===== config.mk =====
export PLATFORM = sky130hd
export DESIGN_NAME = seq_counter_mod
export DESIGN_NICKNAME = d
export VERILOG_FILES = /design/src/rtl/seq_counter_pkg.sv /design/src/rtl/seq_counter_mod_onehot_decoder.sv /design/src/rtl/seq_counter_mod.sv
export SDC_FILE = /design/constraint.sdc
export NUM_CORES = 1
export LEC_CHECK = 0
export BUFFER_PORTS_ARGS = -buffer_cell sky130_fd_sc_hd__clkbuf_2
export CAP_MARGIN = 10
export CORE_MARGIN = 2
export CORE_UTILIZATION = 38
export DETAILED_ROUTE_END_ITERATION = 6
export GPL_TIMING_DRIVEN = 0
export PLACE_DENSITY_LB_ADDON = 0.2
export SLEW_MARGIN = 20
export SYNTH_ARGS = -nofsm -noshare
export SYNTH_HDL_FRONTEND = slang
export SYNTH_SLANG_ARGS = --single-unit

===== constraint.sdc =====
create_clock -name CLK -period 1.4 [get_ports CLK]
set_clock_uncertainty 0.2 [all_clocks]
set_input_delay 0.14 -clock CLK [delete_from_list [all_inputs] [get_ports CLK]]
set_output_delay 0.14 -clock CLK [all_outputs]
set_load 0.01 [all_outputs]

===== src/rtl/seq_counter_pkg.sv =====
// Shared control-unit constants for the sequence counter: default width,
// modulus and the terminal-count helper so every user agrees on N.
package seq_counter_pkg;

  localparam int SC_WIDTH   = 4;
  localparam int SC_MODULUS = 16;

  // Terminal value of a modulo-N count, i.e. the last legal state N-1.
  localparam int SC_TERMINAL = SC_MODULUS - 1;

  function automatic int sc_terminal(input int modulus);
    return modulus - 1;
  endfunction

endpackage


===== src/rtl/seq_counter_mod_onehot_decoder.sv =====
// Binary to one-hot decoder: out[k] is high when in equals k.
// Also used by the opcode decoder, so it carries no counter knowledge.
module onehot_decoder #(
  parameter int WIDTH = 4,
  parameter int OUTS  = 16
) (
  input  logic [WIDTH-1:0] in,
  output logic [OUTS-1:0]  out
);

  // Compare the input against every output index.
  always_comb begin
    out = {OUTS{1'b0}};
    for (int k = 0; k < OUTS; k++) begin
      out[k] = (in == WIDTH'(k));
    end
  end

endmodule


===== src/rtl/seq_counter_mod.sv =====
// Modulo-N up/down sequence counter with clear, load, one-hot T decode,
// terminal-count and wrap flags, and a sticky out-of-range-load error.
module seq_counter_mod
  import seq_counter_pkg::*;
#(
  parameter int WIDTH   = SC_WIDTH,
  parameter int MODULUS = SC_MODULUS
) (
  input  logic               CLK,
  input  logic               RST,
  input  logic               CLR,
  input  logic               LD,
  input  logic [WIDTH-1:0]   D,
  input  logic               INR,
  input  logic               DN,
  output logic [WIDTH-1:0]   SC,
  output logic [MODULUS-1:0] T,
  output logic               TC,
  output logic               WRAP,
  output logic               ERR
);

  localparam logic [WIDTH-1:0] TERM = WIDTH'(sc_terminal(MODULUS));
  localparam logic [WIDTH-1:0] ZERO = {WIDTH{1'b0}};
  localparam logic [WIDTH-1:0] ONE  = WIDTH'(1);

  logic [WIDTH-1:0] sc_r;
  logic             wrap_r;
  logic             err_r;

  logic [WIDTH-1:0] sc_next_s;
  logic             wrap_next_s;
  logic             err_next_s;
  logic             at_zero_s;
  logic             at_term_s;
  logic             d_oor_s;

  assign at_zero_s = (sc_r == ZERO);
  assign at_term_s = (sc_r == TERM);
  // Widen by one bit so a full-range modulus (TERM = all ones) compares cleanly.
  assign d_oor_s   = ({1'b0, D} > {1'b0, TERM});

  // Next-state priority mux: CLR > LD > INR > hold (RST handled in the register).
  always_comb begin
    sc_next_s   = sc_r;
    wrap_next_s = 1'b0;
    err_next_s  = err_r;
    if (CLR) begin
      sc_next_s = ZERO;
    end else if (LD) begin
      if (d_oor_s) begin
        sc_next_s  = TERM;
        err_next_s = 1'b1;
      end else begin
        sc_next_s = D;
      end
    end else if (INR) begin
      if (DN) begin
        if (at_zero_s) begin
          sc_next_s   = TERM;
          wrap_next_s = 1'b1;
        end else begin
          sc_next_s = sc_r - ONE;
        end
      end else begin
        if (at_term_s) begin
          sc_next_s   = ZERO;
          wrap_next_s = 1'b1;
        end else begin
          sc_next_s = sc_r + ONE;
        end
      end
    end else begin
      sc_next_s = sc_r;
    end
  end

  // Count and flag registers with synchronous reset.
  always_ff @(posedge CLK) begin
    if (RST) begin
      sc_r   <= ZERO;
      wrap_r <= 1'b0;
      err_r  <= 1'b0;
    end else begin
      sc_r   <= sc_next_s;
      wrap_r <= wrap_next_s;
      err_r  <= err_next_s;
    end
  end

  onehot_decoder #(
    .WIDTH (WIDTH),
    .OUTS  (MODULUS)
  ) u_t_decode (
    .in  (sc_r),
    .out (T)
  );

  assign SC   = sc_r;
  assign WRAP = wrap_r;
  assign ERR  = err_r;
  assign TC   = INR & (DN ? at_zero_s : at_term_s);

endmodule


Word-level counts from Yosys, hierarchy flattened --
Cells that the tools add are included.
Word-level totals: bits of input ports 10, word-level logic and storage cells 34, bits in writable memories 0, bits in read-only memories 0, output and inout bits 23, flip-flop bits (word level) 5, memories kept 0, bits in latches 0
Cells by class: div/mod/pow operators 0, reduce and logical (&&, ||, !) cells 4, add/subtract/negate cells 2, magnitude comparators 0, shift operators 0, eq/ne operators 15, $mul 0, muxes and demuxes 9, bitwise logic cells 2
Operators with widths (count):
- 4-bit == test, second input constant | 8
- 4-bit 2-to-1 mux | 5
- 4-bit by 3-bit == test with 1-bit output, second input constant | 4
- 4-bit by 2-bit == test with 1-bit output, second input constant | 2
- 4-bit by 1-bit adder with 4-bit output, second input constant | 1
- 4-bit by 1-bit == test with 1-bit output, second input constant | 1
- 4-bit zero test | 1
- 1-bit 2-to-1 mux | 4
- 4-bit OR reduction | 1
- 4-bit by 1-bit subtractor with 4-bit output, second input constant | 1
- 2-bit nonzero test | 1
- 2-bit OR reduction | 1
- 1-bit bitwise AND | 1
- 1-bit NOT | 1

Logic depth before layout (Yosys ltp) --
Gate-level depths: netlist of run 1.
word-level depth 5, depth in mapped cells 6, depth with buffers taken out 6

By module --
From an unflattened synthesis of run 1, not the netlist that was laid out.
Second synthesis, totals: cell total of the unflattened synthesis 69, area, all modules 604.3 um^2
Modules (own cells, without submodules):
- seq_counter_mod | sequential area each 100.1 um^2, cells an instance 49, instances 1, area each 377.9 um^2
- onehot_decoder | sequential area each 0.0 um^2, cells an instance 20, instances 1, area each 226.5 um^2

Least setup slack after synthesis of run 1 --
Ideal clock, no wire load.
kind reg2reg, from register sc_r[0], in the netlist SC[0], to register sc_r[1], in the netlist SC[1], period minus slack after synthesis 1.652 ns, setup slack -0.252 ns, library setup time 0.078 ns, stages on the path, launching flop included 7, required time 1.122 ns, buffers on the path 0, data arrival time 1.374 ns, cells stage by stage dfxtp_1 > inv_1 > ha_1 > xnor2_1 > a211oi_1 > a21oi_1 > nor3_1
Between the ends: word-level cells in the longest chain between the ends 5, elaborated cells on any way between the ends 9, those cells by class add/sub (2); eq/ne (1); mux (5); reduce/logical (1)
Ends and longest elaborated chain:
- start: declaration | line seq_counter_mod.sv:27 | logic [WIDTH-1:0] sc_r;
- start signal: assignment | line seq_counter_mod.sv:85 | sc_r <= sc_next_s;
- 4-bit by 1-bit adder with 4-bit output, or another cell as far along | line seq_counter_mod.sv:70 | sc_next_s = sc_r + ONE;
- 4-bit 2-to-1 mux, on equally long branches | line seq_counter_mod.sv:66, seq_counter_mod.sv:59
- 4-bit 2-to-1 mux * | line seq_counter_mod.sv:58 | if (DN) begin
- 4-bit 2-to-1 mux * | line seq_counter_mod.sv:57 | end else if (INR) begin
- 4-bit 2-to-1 mux * | line seq_counter_mod.sv:50 | end else if (LD) begin
Every way passes the cells marked *; elsewhere a longest branch is shown, timed or not. The select of a mux whose other input is x is not followed. A chain may end at the register's enable or synchronous reset.

Worst setup path after layout of run 1 --
from register sc_r[0], in the netlist SC[0], to register sc_r[3], in the netlist SC[3]
The elaborated chain is that of the path after synthesis.

==> results of run 1 <==
## power by group
group,switching (mW),internal [mW],total (mW)
Sequential,0.00953,0.147,0.157
Combinational,0.111,0.139,0.249
Clock,0.0645,0.108,0.173
## sequential cells by signal, summed over array words and instances, names as in the netlist
| register | flops |
|---|---|
| SC | 4 |
| WRAP | 1 |
## layer usage
metal | wire length (um) | track usage | vias to the layer above | share of wire
met5 | 0 | 0 | - | 0
met4 | 11 | 0.0375 | 0 | 0.0059
li1 | - | - | 354 | -
met2 | 1010 | 0.323 | 25 | 0.55
met3 | 92 | 0.0776 | 4 | 0.050
met1 | 735 | 0.190 | 313 | 0.40
## final cells by class
type                    instances  area [um^2]
plain buffers                   5         46.3
clock buffers                   4         26.3
fillers                        90          229
inverters                       5         26.3
multi-input cells              54          489
flip-flops and latches          5          113
well taps                      15         18.8
repair buffers                 53          402
## critical path: stages, from the launching register on
cell and delay (ns):
sky130_fd_sc_hd__dfxtp_4 0.39, sky130_fd_sc_hd__inv_4 0.05, sky130_fd_sc_hd__buf_4 0.12, sky130_fd_sc_hd__buf_4 0.12, sky130_fd_sc_hd__o31ai_1 0.29, sky130_fd_sc_hd__o221ai_1 0.17, sky130_fd_sc_hd__a31oi_1 0.19
## final timing paths
| kind | from | depth (start not counted) | to | slack, ns |
|---|---|---|---|---|
| hold / removal | D[2] | 3 | SC[2] | 0.01 |
| hold reg to reg | SC[0] | 3 | SC[0] | 0.54 |
| setup reg to reg | SC[0] | 6 | SC[3] | -0.21 |
| setup / recovery | SC[0] | 6 | SC[3] | -0.21 |
## cell families (layout without fill, tap and decap cells)
logic type,count (synthesis),in the layout
xor gates and xnor gates,2,2
AOI/OAI and AO/OA,13,13
muxes,1,1
adders and majority gates,4,4
buffers and inverters,12,67
and+or+nand+nor,33,33
DFF,5,5
other,1,1
## placed cells by master (no fill, tap or decap), types with 2 or more instances in the layout
cell type	n
sky130_fd_sc_hd__buf_6	9
sky130_fd_sc_hd__a21oi_1	3
sky130_fd_sc_hd__inv_4	3
sky130_fd_sc_hd__nor3_1	2
sky130_fd_sc_hd__buf_4	15
sky130_fd_sc_hd__ha_4	3
sky130_fd_sc_hd__nor2_1	5
sky130_fd_sc_hd__nand2b_1	2
sky130_fd_sc_hd__clkbuf_1	2
sky130_fd_sc_hd__clkbuf_2	21
sky130_fd_sc_hd__nand3_4	2
sky130_fd_sc_hd__dfxtp_4	3
sky130_fd_sc_hd__buf_2	4
sky130_fd_sc_hd__buf_8	2
sky130_fd_sc_hd__and2_1	9
sky130_fd_sc_hd__and2_4	4
sky130_fd_sc_hd__dlygate4sd3_1	5
sky130_fd_sc_hd__clkbuf_4	3
## timing repair
item / in CTS / in global routing
pin swaps: 8 / 8
resized for setup: 17 / 24
gates cloned: 0 / 1
endpoints found under the setup margin: 20 / 21
buffers inserted: 9 / 8
hold endpoints to repair: 4 / 0
hold buffers: 5 / 0
==> impl_results.rst, run 1 <==
.. list-table::
   :header-rows: 1

   * - Metric
     - Value
   * - Outcome
     - finished, violations left
   * - Violated checks
     - setup timing
   * - Minimum period implied by the final worst setup slack
     - 1.61 ns
   * - Synthesized-area fraction occupied by ao, oa, aoi and oai cells
     - 0.170
   * - Synthesized Nets
     - 85
   * - X dimension of the die
     - 42.6 um
   * - Post-synth top area share
     - 0.177
   * - Largest net degree at the start of global routing
     - 11
   * - Clock latency reported for the late side of the worst-skew pair
     - 0.25 ns
   * - Data arrival time at the worst-slack endpoint
     - 1.58 ns
   * - H-tree levels
     - 1
   * - Worst-case setup slack after placement
     - -0.113 ns
   * - Utilization after layout
     - 0.830
   * - Xor/xnor cell area share of the yosys netlist
     - 0.0310
   * - Maximum fanout encountered on the critical timing path
     - 5
   * - Pins over their slew limit
     - 0
   * - Cell Rows
     - 13
   * - Maximum buffer depth of the clock tree
     - 2
   * - Unrepaired setup endpoints after global routing
     - yes
   * - Fin cells
     - 141
   * - Cell area after placement
     - 783 um^2
   * - Remaining routing DRC violations
     - 0
   * - Number of clock sinks
     - 5
   * - Cell area power density
     - 516 nW/um^2
   * - Max-cap violation count
     - 0
   * - P&R area growth vs syn
     - 98.2%
   * - Yosys Warn Count
     - 0
   * - Core area
     - 1350 um^2
   * - I/O Pins
     - 33
   * - Antenna diode count
     - 0
   * - Worst hold margin
     - 0.0142 ns
   * - Most numerous cell in the Yosys netlist
     - sky130_fd_sc_hd__and2_1
   * - Main synth FF type
     - sky130_fd_sc_hd__dfxtp_1
   * - Main combinational cell family by area after synthesis
     - simple AND/OR/NAND/NOR gates
   * - Per-instance average area after synthesis
     - 7.97 um^2
   * - Number of instances in the synthesized netlist
     - 71
   * - Clock input transition at the sequential cells of the worst setup and hold paths
     - 0.05 ns
   * - Setup TNS
     - -3.06 ns
   * - Share of the yosys chip area belonging to registers
     - 0.177
   * - Share of the clock period used by the worst path after layout
     - 1.15
   * - Hpwl dp
     - 996 um
   * - Vias in the first global route
     - 585
   * - Number of synthesized register bits
     - 5
   * - Cell type with the largest total area after synthesis
     - sky130_fd_sc_hd__dfxtp_1
   * - Die footprint
     - 1810 um^2
   * - Port Buf Inserts
     - 30
   * - Combined global-route utilization of all metal layers
     - 0.179
   * - Total instance count after detailed placement
     - 116
   * - Mux share of post-synthesis cell area
     - 0.0177
   * - Total via count in the routed design
     - 696
   * - First-pass GRT wire length
     - 2420 um
   * - Clock Root Buffer
     - sky130_fd_sc_hd__clkbuf_4
   * - Critical path data required time
     - 1.37 ns
   * - Count of TritonRoute iterations in the first routing pass
     - 4
   * - Leakage
     - 0.555 nW
   * - Total CTS buffers
     - 3
   * - Worst setup path category
     - reg2reg
   * - Number of enable flip-flop cells after synthesis
     - 0
   * - Leading post-synthesis cells by instance count
     - 9 x sky130_fd_sc_hd__and2_1, 6 x sky130_fd_sc_hd__nor2_1, 5 x sky130_fd_sc_hd__dfxtp_1, 5 x sky130_fd_sc_hd__inv_1
   * - Maximum clock rate
     - 0.620 GHz
   * - TritonCTS clock tree
     - done
   * - Min-delay worst type
     - in2reg
   * - Ratio of routed vias to standard cells
     - 4.94
   * - Total wire length
     - 1850 um
   * - Starting Density
     - 0.419
   * - Leading post-synthesis cells by cell area
     - sky130_fd_sc_hd__dfxtp_1 18%, sky130_fd_sc_hd__and2_1 10%, sky130_fd_sc_hd__ha_1 8.8%
   * - Critical Path Sink Type
     - flip-flop
   * - Async set-reset flop share out of synthesis
     - 0
   * - Final design instance area without fill
     - 1120 um^2
   * - Number of antenna violations at the first check in global routing
     - 0
   * - Total chip power
     - 0.578 mW
   * - Worst-case setup margin in the final layout
     - -0.214 ns
   * - Routed Antenna Nets
     - 0
   * - Synthesized-area fraction occupied by and/or/nand/nor cells
     - 0.387
   * - VDD IR-drop max
     - 0.542 mV
   * - Wire length per cell after detailed routing
     - 13.1 um
   * - Number of hold violations in the final report
     - 0
   * - Final setup fails
     - 21
   * - Post-Synth Adder-Cell Area
     - 0.0885
   * - Number of unique standard cell types used by synthesis
     - 36
   * - Final weighted congestion in routability-driven placement
     - 0.754
   * - Sort of element at the start of the critical path
     - flip-flop
   * - Synth Cell Area
     - 566 um^2
   * - Remaining Overflow, GRT
     - 0
   * - Share of layout cells above drive strength 1
     - 0.643
   * - Number of DRC violations after detailed-routing iteration 0
     - 17
   * - Y dimension of the die
     - 42.6 um
   * - Post-layout nets
     - 141
Power figures use the tool's default switching activity.
==> run 2, diff against run 1 <==
--- a/config.mk
+++ b/config.mk
@@ -7,7 +7,6 @@
 export LEC_CHECK = 0
 export BUFFER_PORTS_ARGS = -buffer_cell sky130_fd_sc_hd__clkbuf_2
 export CAP_MARGIN = 10
-export CORE_MARGIN = 2
 export CORE_UTILIZATION = 38
 export DETAILED_ROUTE_END_ITERATION = 6
 export GPL_TIMING_DRIVEN = 0
==> impl_results.rst, run 2 (synthesis gave the netlist of run 1 again) <==
.. list-table::
   :header-rows: 1

   * - Metric
     - Value
   * - Ratio of routed vias to standard cells
     - 5.50 (+11%)
   * - Most common cell after layout, fill and taps aside
     - sky130_fd_sc_hd__buf_6
   * - Worst hold margin
     - 0.0305 ns (+0.0163 ns)
   * - Part of the total power dissipated in the clock network
     - 0.276 (-0.022)
   * - Cell area after placement
     - 783 um^2 (unchanged)
   * - Violated checks
     - setup timing
   * - Remaining Overflow, GRT
     - 0 (unchanged)
   * - VDD IR-drop max
     - 0.481 mV (-11%)
   * - Combined global-route utilization of all metal layers
     - 0.198 (+0.0199)
   * - Max-cap violation count
     - 0 (unchanged)
   * - CP max-delay cell
     - sky130_fd_sc_hd__a2111o_1
   * - Die footprint
     - 1650 um^2 (-9.2%)
   * - Final setup fails
     - 22 (+4.8%)
   * - Pins over their slew limit
     - 0 (unchanged)
   * - Max reg flops
     - 4 (unchanged)
   * - Unrepaired setup endpoints after global routing
     - yes
   * - First-pass GRT wire length
     - 2180 um (-9.7%)
   * - TritonCTS clock tree
     - done
   * - Number of hold violations in the final report
     - 0 (unchanged)
   * - Switching share of power
     - 0.332 (+0.0134)
   * - Critical Path Sink Type
     - flip-flop
   * - Port Buf Inserts
     - 30 (unchanged)
   * - Sort of element at the start of the critical path
     - flip-flop
   * - Number of DRC violations after detailed-routing iteration 0
     - 15 (-2)
   * - Total chip power
     - 0.635 mW (+9.8%)
   * - Fill count
     - 47 (-48%)
   * - Number of clock sinks
     - 5 (unchanged)
   * - Min-delay worst type
     - in2reg
   * - Total via count in the routed design
     - 803 (+15%)
   * - Worst-case setup margin in the final layout
     - -0.291 ns (-0.0770 ns)
   * - Cell chain of the critical path
     - buf_8 > nor2_8 > nand3_4 > a2111o_1 > a21boi_1
   * - Vias in the first global route
     - 511 (-13%)
   * - Most frequent cells in the layout
     - 18 x sky130_fd_sc_hd__buf_6, 15 x sky130_fd_sc_hd__clkbuf_2, 12 x sky130_fd_sc_hd__buf_4
   * - Post-layout nets
     - 146 (+3.5%)
   * - Worst R2R Setup Slack
     - -0.29 ns (-0.08 ns)
   * - Endpoint of the worst register-to-register path
     - SC[0]
   * - Largest net degree at the start of global routing
     - 11 (unchanged)
   * - Comb pwr share
     - 0.478 (+0.047)
   * - Leakage
     - 0.619 nW (+11%)
   * - Final design instance area without fill
     - 1260 um^2 (+12%)
   * - Core area
     - 1350 um^2 (unchanged)
   * - Maximum clock rate
     - 0.592 GHz (-4.6%)
   * - X dimension of the die
     - 40.6 um (-4.7%)
   * - Wire length per cell after detailed routing
     - 17.8 um (+36%)
   * - Cell Rows
     - 13 (unchanged)
   * - Worst reg2reg path depth
     - 5 (-1)
   * - P&R area growth vs syn
     - 123%
   * - Maximum fanout encountered on the critical timing path
     - 5 (unchanged)
   * - Worst-case setup slack after placement
     - -0.0931 ns (+0.0197 ns)
   * - Maximum buffer depth of the clock tree
     - 2 (unchanged)
   * - Routed Antenna Nets
     - 0 (unchanged)
   * - H-tree levels
     - 1 (unchanged)
   * - Cell area power density
     - 504 nW/um^2 (-2.3%)
   * - Count of TritonRoute iterations in the first routing pass
     - 4 (unchanged)
   * - Y dimension of the die
     - 40.6 um (-4.7%)
   * - Starting Density
     - 0.419 (unchanged)
   * - Outcome
     - finished, violations left
   * - Cell depth of the worst min-delay path
     - 3 (unchanged)
   * - Minimum period implied by the final worst setup slack
     - 1.69 ns (+0.0770 ns)
   * - Worst Hold Launch
     - D[2]
   * - Clock input transition at the sequential cells of the worst setup and hold paths
     - 0.05 ns (about the same)
   * - I/O Pins
     - 33 (unchanged)
   * - Data arrival time at the worst-slack endpoint
     - 1.64 ns (+0.06 ns)
   * - Flop pwr share
     - 0.246 (-0.025)
   * - Hold Path End
     - SC[2]
   * - Total CTS buffers
     - 3 (unchanged)
   * - Launching point of the worst reg2reg path
     - SC[2]
   * - Internal power component
     - 0.424 mW (+7.6%)
   * - Share of layout cells above drive strength 1
     - 0.702 (+0.0594)
   * - Worst setup path category
     - reg2reg
   * - Critical path data required time
     - 1.35 ns (-0.02 ns)
   * - Remaining routing DRC violations
     - 0 (unchanged)
   * - Clock latency reported for the late side of the worst-skew pair
     - 0.25 ns (about the same)
   * - Switching power summed over all nets
     - 0.211 mW (+14%)
   * - Antenna diode count
     - 0 (unchanged)
   * - Final weighted congestion in routability-driven placement
     - 0.762 (+0.99%)
   * - Hpwl dp
     - 959 um (-3.7%)
   * - Share of the clock period used by the worst path after layout
     - 1.21 (+0.0550)
   * - Total wire length
     - 2600 um (+40%)
   * - Slowest cell delay on critical path
     - 0.46 ns (+0.07 ns)
   * - Clock Root Buffer
     - sky130_fd_sc_hd__clkbuf_4
   * - Number of antenna violations at the first check in global routing
     - 0 (unchanged)
-- run 2: critical path, delay by kind of cell, from the launching register on --
family	cells	cell delay, ns
AND/OR/NAND/NOR	2	0.24
AO/OA/AOI/OAI	2	0.66
buffers and inverters	1	0.14
flip-flops	1	0.35
-- run 2: cell type report --
| class | count | area, um^2 | share of cell area |
|---|---|---|---|
| multi-input combinational | 54 | 519 | 0.412 |
| timing repair buffer | 58 | 510 | 0.405 |
| sequential | 5 | 115 | 0.0914 |
| buffer | 5 | 46.3 | 0.0367 |
| clock buffer | 4 | 26.3 | 0.0209 |
| inverter | 5 | 23.8 | 0.0189 |
| tap | 15 | 18.8 | 0.0149 |
-- run 2: power groups by stage --
| stage | clock, mW | combinational, mW | sequential, mW |
|---|---|---|---|
| after floorplan | 0 | 0.109 | 0.162 |
| after global placement | 0 | 0.157 | 0.160 |
| after detailed placement | 0 | 0.160 | 0.161 |
| after CTS | 0.177 | 0.196 | 0.157 |
| after global routing | 0.191 | 0.319 | 0.157 |
| final | 0.175 | 0.303 | 0.156 |
-- run 2: through the flow --
stage | util | TNS [ns] | std cells
2_1_floorplan | - | -0.0331 | 71
5_1_grt | 0.933 | -5.00 | 146
4_1_cts | 0.715 | -2.96 | 132
3_3_place_gp | 0.580 | -0.239 | 116
3_5_place_dp | 0.580 | -0.288 | 116
6_report | 0.933 | -4.03 | 146
-- run 2: repair_timing --
action                     in CTS  in global routing
hold buffers                    5                  0
resized for setup              16                 48
pin swaps                       7                 24
setup buffers                   8                 13
setup endpoints to repair      20                 21
cloned                          0                  2
hold endpoints to repair        4                  0
-- run 2: how the worst max path moves through the flow --
stage | start | end | slack (ns) | depth (start not counted)
after floorplan | SC[0] | SC[2] | -0.02 | 6
after global placement | SC[0] | TC | -0.08 | 5
after detailed placement | SC[1] | SC[1] | -0.09 | 6
after CTS | SC[0] | TC | -0.22 | 6
after global routing | SC[2] | TC | -0.35 | 6
final | SC[2] | SC[0] | -0.29 | 5
-- run 2: metal layers --
layer,global-route usage,wire length [um],vias to the layer above
li1,-,-,365
met1,0.252,918,360
met2,0.329,1350,64
met3,0.0722,205,14
met4,0.0167,123,0
met5,0,0,-
